`config.mk`:
```
export PLATFORM = sky130hd
export DESIGN_NAME = uart_rx_framed
export DESIGN_NICKNAME = d
export VERILOG_FILES = /design/src/rtl/uart_rx_framed_pkg.sv /design/src/rtl/uart_rx_framed_sampler.sv /design/src/rtl/uart_rx_framed.sv
export SDC_FILE = /design/constraint.sdc
export NUM_CORES = 1
export LEC_CHECK = 0
export CORE_ASPECT_RATIO = 1.75
export CORE_MARGIN = 2
export CORE_UTILIZATION = 30
export CTS_CLUSTER_DIAMETER = 40
export DETAILED_ROUTE_END_ITERATION = 10
export GPL_TIMING_DRIVEN = 0
export PLACE_DENSITY_LB_ADDON = 0.3
export SLEW_MARGIN = 20
export SYNTH_ARGS = -nofsm -noshare
export SYNTH_HDL_FRONTEND = slang
export SYNTH_SLANG_ARGS = --single-unit
```
`constraint.sdc`:
```
create_clock -name clock -period 5 [get_ports clock]
set_input_delay 1 -clock clock [delete_from_list [all_inputs] [get_ports clock]]
set_output_delay 1 -clock clock [all_outputs]
set_load 0.01 [all_outputs]
```
`src/rtl/uart_rx_framed_pkg.sv`:
```
// uart_rx_framed_pkg
//    Shared definitions for the framed UART receiver: parity mode
//    encodings, receiver state encoding, the cycles-per-bit computation
//    and the three-sample majority helper used by the line sampler.
//    No ports; imported by uart_rx_framed and uart_rx_framed_sampler.

package uart_rx_framed_pkg;

   localparam int PARITY_NONE = 0;
   localparam int PARITY_EVEN = 1;
   localparam int PARITY_ODD  = 2;

   typedef enum logic [2:0] {
      StIdle   = 3'd0,
      StStart  = 3'd1,
      StData   = 3'd2,
      StParity = 3'd3,
      StStop   = 3'd4
   } rxState_e;

   // Integer division on purpose: the bit period is rounded down, and the
   // counter only ever needs to reach the centre of each bit.
   function automatic int cyclesPerBit(input int clockHz, input int baud);
      return clockHz / baud;
   endfunction

   function automatic logic majority3(input logic [2:0] samples);
      return (samples[0] & samples[1]) | (samples[0] & samples[2]) | (samples[1] & samples[2]);
   endfunction

endpackage

```
`src/rtl/uart_rx_framed_sampler.sv`:
```
// uart_rx_framed_sampler
//    Line conditioning for one serial input: two-flop synchroniser, falling
//    edge detector and a three-sample majority vote.
//    Ports:
//       clock       system clock
//       reset_n     asynchronous active-low reset
//       rx_i        raw asynchronous serial line (idle high)
//       fallEdge_o  synchronised line went 1 -> 0 this cycle
//       bitValue_o  majority of the last three synchronised samples

module uart_rx_framed_sampler
   import uart_rx_framed_pkg::*;
(
   input  logic clock,
   input  logic reset_n,
   input  logic rx_i,
   output logic fallEdge_o,
   output logic bitValue_o
);

   logic [1:0] sync_q;
   logic       prev_q;
   logic [2:0] vote_q;

   // Everything resets to the idle-line level so that reset release does
   // not look like a start edge.
   always_ff @(posedge clock or negedge reset_n) begin
      if (!reset_n) begin
         sync_q <= 2'b11;
         prev_q <= 1'b1;
         vote_q <= 3'b111;
      end else begin
         sync_q <= {sync_q[0], rx_i};
         prev_q <= sync_q[1];
         vote_q <= {vote_q[1:0], sync_q[1]};
      end
   end

   // Edge and vote are combinational views of the registered history.
   always_comb begin
      fallEdge_o = prev_q & ~sync_q[1];
      bitValue_o = majority3(vote_q);
   end

endmodule

```
`src/rtl/uart_rx_framed.sv`:
```
// uart_rx_framed
//    Parametrised UART receiver: configurable data bits, parity and stop
//    bits, majority-vote sampling at bit centre, false-start rejection,
//    parity/framing/overrun reporting and a valid/ready output handshake.
//    Ports:
//       clock          system clock, rising edge
//       reset_n        asynchronous active-low reset
//       rx             serial line, idle high
//       data           received word, LSB first on the line
//       data_valid     data and error flags valid, held until accepted
//       data_ready     consumer accepts when data_valid & data_ready
//       parity_error   parity mismatch for the held word
//       framing_error  a stop bit was sampled low for the held word
//       overrun        sticky: a frame completed while a word was still held
//       busy           receiver is mid-frame

module uart_rx_framed
   import uart_rx_framed_pkg::*;
#(
   parameter int clock_frequency = 50000000,
   parameter int baud_rate       = 115200,
   parameter int data_bits       = 8,
   parameter int parity_mode     = 0,
   parameter int stop_bits       = 1
) (
   input  logic                 clock,
   input  logic                 reset_n,
   input  logic                 rx,
   output logic [data_bits-1:0] data,
   output logic                 data_valid,
   input  logic                 data_ready,
   output logic                 parity_error,
   output logic                 framing_error,
   output logic                 overrun,
   output logic                 busy
);

   localparam int CPB = cyclesPerBit(clock_frequency, baud_rate);
   localparam int CW  = $clog2(CPB * 3 / 2 + 1);
   localparam int IW  = $clog2(data_bits + 1);
   localparam logic [CW-1:0] HALF_BIT = CW'(CPB / 2);
   localparam logic [CW-1:0] FULL_BIT = CW'(CPB);

   logic fallEdge;
   logic bitValue;
   logic tick;
   logic complete;
   logic accept;

   rxState_e             state_q, state_d;
   logic [CW-1:0]        cnt_q, cnt_d;
   logic [data_bits-1:0] shift_q, shift_d;
   logic [IW-1:0]        bitIdx_q, bitIdx_d;
   logic                 stopIdx_q, stopIdx_d;
   logic                 parErr_q, parErr_d;
   logic                 frameErr_q, frameErr_d;

   logic [data_bits-1:0] data_q, data_d;
   logic                 valid_q, valid_d;
   logic                 parOut_q, parOut_d;
   logic                 frameOut_q, frameOut_d;
   logic                 overrun_q, overrun_d;

   uart_rx_framed_sampler uSampler (
      .clock      (clock),
      .reset_n    (reset_n),
      .rx_i       (rx),
      .fallEdge_o (fallEdge),
      .bitValue_o (bitValue)
   );

   assign tick = (cnt_q == CW'(1));

   // State register plus the per-frame working registers. An asynchronous
   // reset drops any partial frame immediately.
   always_ff @(posedge clock or negedge reset_n) begin
      if (!reset_n) begin
         state_q    <= StIdle;
         cnt_q      <= '0;
         shift_q    <= '0;
         bitIdx_q   <= '0;
         stopIdx_q  <= 1'b0;
         parErr_q   <= 1'b0;
         frameErr_q <= 1'b0;
      end else begin
         state_q    <= state_d;
         cnt_q      <= cnt_d;
         shift_q    <= shift_d;
         bitIdx_q   <= bitIdx_d;
         stopIdx_q  <= stopIdx_d;
         parErr_q   <= parErr_d;
         frameErr_q <= frameErr_d;
      end
   end

   // Next-state logic. The counter free-runs down to zero and sticks there;
   // each state reloads it on entry, so a tick marks the next bit centre.
   // The start tick lands half a bit after the edge, every later tick one
   // full bit after the previous one.
   always_comb begin
      state_d    = state_q;
      cnt_d      = (cnt_q != '0) ? cnt_q - CW'(1) : '0;
      shift_d    = shift_q;
      bitIdx_d   = bitIdx_q;
      stopIdx_d  = stopIdx_q;
      parErr_d   = parErr_q;
      frameErr_d = frameErr_q;
      complete   = 1'b0;
      unique case (state_q)
         StIdle: begin
            if (fallEdge) begin
               state_d = StStart;
               cnt_d   = HALF_BIT;
            end
         end
         StStart: begin
            if (tick) begin
               if (bitValue) begin
                  state_d = StIdle;
               end else begin
                  state_d    = StData;
                  cnt_d      = FULL_BIT;
                  bitIdx_d   = '0;
                  stopIdx_d  = 1'b0;
                  parErr_d   = 1'b0;
                  frameErr_d = 1'b0;
               end
            end
         end
         StData: begin
            if (tick) begin
               shift_d = {bitValue, shift_q[data_bits-1:1]};
               cnt_d   = FULL_BIT;
               if (bitIdx_q == IW'(data_bits - 1)) begin
                  state_d = (parity_mode != PARITY_NONE) ? StParity : StStop;
               end else begin
                  bitIdx_d = bitIdx_q + IW'(1);
               end
            end
         end
         StParity: begin
            // Even parity wants the XOR of data and parity bit to be 0,
            // odd wants 1; folding the mode in gives the error directly.
            if (tick) begin
               parErr_d = (^shift_q) ^ bitValue ^ (parity_mode == PARITY_ODD);
               state_d  = StStop;
               cnt_d    = FULL_BIT;
            end
         end
         StStop: begin
            // Completing straight back into IDLE lets a start edge in the
            // very next cycle be caught.
            if (tick) begin
               if (!bitValue) begin
                  frameErr_d = 1'b1;
               end
               if (stopIdx_q == 1'(stop_bits - 1)) begin
                  complete = 1'b1;
                  state_d  = StIdle;
               end else begin
                  stopIdx_d = 1'b1;
                  cnt_d     = FULL_BIT;
               end
            end
         end
         default: begin
            state_d = StIdle;
         end
      endcase
   end

   // Output holding registers for the delivered word and its flags.
   always_ff @(posedge clock or negedge reset_n) begin
      if (!reset_n) begin
         data_q     <= '0;
         valid_q    <= 1'b0;
         parOut_q   <= 1'b0;
         frameOut_q <= 1'b0;
         overrun_q  <= 1'b0;
      end else begin
         data_q     <= data_d;
         valid_q    <= valid_d;
         parOut_q   <= parOut_d;
         frameOut_q <= frameOut_d;
         overrun_q  <= overrun_d;
      end
   end

   // Handshake: an accept frees the holding register, so a frame completing
   // in the same cycle replaces the word instead of overrunning. If the old
   // word is still held and not accepted, the new frame is dropped.
   always_comb begin
      data_d     = data_q;
      valid_d    = valid_q;
      parOut_d   = parOut_q;
      frameOut_d = frameOut_q;
      overrun_d  = overrun_q;
      accept     = valid_q & data_ready;
      if (accept) begin
         valid_d   = 1'b0;
         overrun_d = 1'b0;
      end
      if (complete) begin
         if (!valid_q || data_ready) begin
            data_d     = shift_q;
            parOut_d   = parErr_q;
            frameOut_d = frameErr_d;
            valid_d    = 1'b1;
         end else begin
            overrun_d = 1'b1;
         end
      end
   end

   // Output decode.
   always_comb begin
      data          = data_q;
      data_valid    = valid_q;
      parity_error  = parOut_q;
      framing_error = frameOut_q;
      overrun       = overrun_q;
      busy          = (state_q != StIdle);
   end

endmodule

```
==> flow_summary.ini <==
[run_status]
outcome = finished clean

[setup_path]
cpLargestDelayFamily = buffers and inverters
crit_cells = 2
crit_required_ns = 4.00
cp_slowest_cell = clkdlybuf4s50_1
r2r_cells = 4
critPathCaptureType = output pin
crit_chain = or3_1, clkdlybuf4s50_1
critPathKind = reg2out
cp.arrival_ns = 1.70
startpoint_type = flop
r2r_start = cnt_q[2]$_DFF_PN0_
crit_fanout = 8
critPathBufInv = 1
startpoint = state_q[1]$_DFFE_PN0P_
critPathMaxStageDelay_ns = 0.52

[timing]
fin_ws_ns = 2.299
rsz0062_at_grt = false
tightest_slew_ns = 0.7645
finalCriticalPeriod_ns = 2.701
finClkSkew_ns = 0.007899
min_period_over_period_pct = 54.01
setup_viol = 0
finalHoldViolCount = 0
fmax_ghz = 0.3703
finalSetupTns_ns = 0
slew-limit-headroom_pct = 48.56
report.final.slew_viol_count = 0

[clocking]
clkSinkCount = 44
clockBufferDepth = 2
cts_setup_buffers = 0
cts_root_buf = clkbuf_16
cts_tree = built
path_clk_slew_ns = 0.07
numCtsBuffers = 5
h-tree-depth = 2
insertion_delay_ns = 0.29
cts_hold_buf = 0
cts_resized = 0

[floorplan]
rows = 40
start_util_pct = 30.70
dieArea_um2 = 7675
num_io_pins = 17
coreArea_um2 = 6807
chipWidth_um = 67.09
die_h_um = 114.4

[placed_design]
dp_hpwl_mm = 3.109
gp_congestion = 0.7456
dp_slack_ns = 2.442
io_buffer_count = 16
dp.cells = 275

[power_and_ir_drop]
p_comb_share_pct = 19.4
seqPwrFrac_pct = 44.2
powerDensity_nw_per_um2 = 410.6
p_int_mw = 0.7312
netSwitchingFraction_pct = 30.13
p_clk_share_pct = 36.4
ir_drop_uv = 278.4
p_leak_nw = 1.129
p_switching_mw = 0.3153

[global_route]
grt_overflow = 0
grt_pass1_vias = 1485
antenna_found_initial = 0
track_usage_pct = 12.63
grt_max_degree = 24
grt_pass1_wl_mm = 7.176

[layout]
nets = 206
syn_to_final_growth_pct = 21.98
multi_input_area_um2 = 935.9
regArea_um2 = 1107
finalNonFillerCells = 283
drive_above_1_share_pct = 21.61
num-fill-cells = 739
fin_util_pct = 37.44
insertedDiodeCount = 0

[yosys]
synth-edff-count = 0
synthTopCellsByCount = dfrtp_1 (39), mux2_2 (18), o21ai_0 (14)
synthFlopType = dfrtp_1
synthTopCellsByArea = dfrtp_1 (47%), mux2_2 (9.7%), dfstp_2 (6.3%), o21ai_0 (3.4%), xnor2_1 (3.4%)
synth.area.mux_share_pct = 12.10
seq_area_frac_synth_pct = 52.99
synth_fa_ha_area_share_pct = 2.874
synth_top_area_share_pct = 46.71
synth_xor_xnor_area_share_pct = 5.689
netlist_area_um2 = 2090
synth_simple_gate_area_share_pct = 13.47
yosys.area.top_type = dfrtp_1
synth_nets = 182
synthDistinctLibCells = 43
synthCells = 174
ys.warnings.count = 0
synth_compound_area_share_pct = 10.66
synth_top_family_by_area = simple AND/OR/NAND/NOR gates
post-synth-top-count-cell = dfrtp_1
synth_area_per_cell_um2 = 12.01
yosys_register_bits = 44
async_reset_ff_share_pct = 100.0

[hold_path]
hold_depth = 0
min_from = uSampler.sync_q[0]$_DFF_PN1_
hold_path.class = reg2reg

[route]
post_drt_wl_per_cell_um = 14.73
via_per_inst = 4.954
totalWireLength_mm = 4.169
drtIter0Drc = 28
vias = 1402
dr.pass1.iters = 4
drtAntennaViolNets = 0
drc = 0

[run]
cap_violations = 0
==> through the flow <==
stage	total power [mW]	hold slack [ns]	area, um2
2_1_floorplan	0.6040	0.3452	2090
3_3_place_gp	0.6717	0.3494	2355
3_5_place_dp	0.6758	0.3491	2377
4_1_cts	1.063	0.3622	2549
5_1_grt	1.106	0.3679	2549
6_report	1.047	0.3609	2549
==> per-layer routing <==
metal  wire, um  GRT usage (%)  vias up
li1           -              -      670
met1       1572          12.87      704
met2       2360          22.31       19
met3         95          2.458        9
met4        140          8.571        0
met5          0              0        -
==> power groups by stage <==
stage | logic, mW | clock network, mW | registers, mW
2_1_floorplan | 0.151 | 0 | 0.453
3_3_place_gp | 0.203 | 0 | 0.469
3_5_place_dp | 0.206 | 0 | 0.470
4_1_cts | 0.208 | 0.392 | 0.463
5_1_grt | 0.232 | 0.403 | 0.471
6_report | 0.203 | 0.381 | 0.462
==> sequential cells by signal, summed over array words and instances (netlist names) <==
signal	flops
state_q	3
framing_error	1
parErr_q	1
cnt_q	10
data_valid	1
overrun	1
bitIdx_q	4
parity_error	1
frameErr_q	1
data	8
shift_q	8
uSampler.sync_q	2
uSampler.vote_q	3
==> path summary, 6_finish.rpt <==
check | endpoint | slack, ns
worst max-delay path | busy | 2.30
worst min-delay path | uSampler.sync_q[1]$_DFF_PN1_ | 0.36
worst max register to register | data[0]$_DFFE_PN0P_ | 2.72
worst min register to register | uSampler.sync_q[1]$_DFF_PN1_ | 0.36
max in group asynchronous | data[3]$_DFFE_PN0P_ | 3.79
min in group asynchronous | cnt_q[7]$_DFF_PN0_ | 0.69
==> cells by family (layout without fill, tap and decap cells) <==
family,Yosys count,count (layout)
AOI/OAI and AO/OA,36,36
buffers and inverters,12,37
and+or+nand+nor,42,42
muxes,23,23
adders and majority gates,5,5
DFF,44,44
xor gates and xnor gates,12,12
==> layout make-up <==
class	count	share of cell area, %
clock buffers	5	4.909
flip-flops and latches	44	43.45
multi-input cells	118	36.72
inverters	10	1.473
well taps	84	4.124
clock inverters	3	1.816
repair buffers	17	7.167
plain buffers	2	0.3436
==> layout by cell type (no fill, tap or decap), types with 4 or more instances in the layout <==
cell type	n
a21boi_0	4
a21oi_1	8
clkbuf_16	5
clkdlybuf4s50_1	15
dfrtp_1	39
dfstp_2	5
ha_1	4
inv_1	10
mux2_2	18
mux2i_1	5
nand2_1	9
nor2_1	5
nor3b_1	5
o21ai_0	14
xnor2_1	8
(Power assumes the default switching activity.)
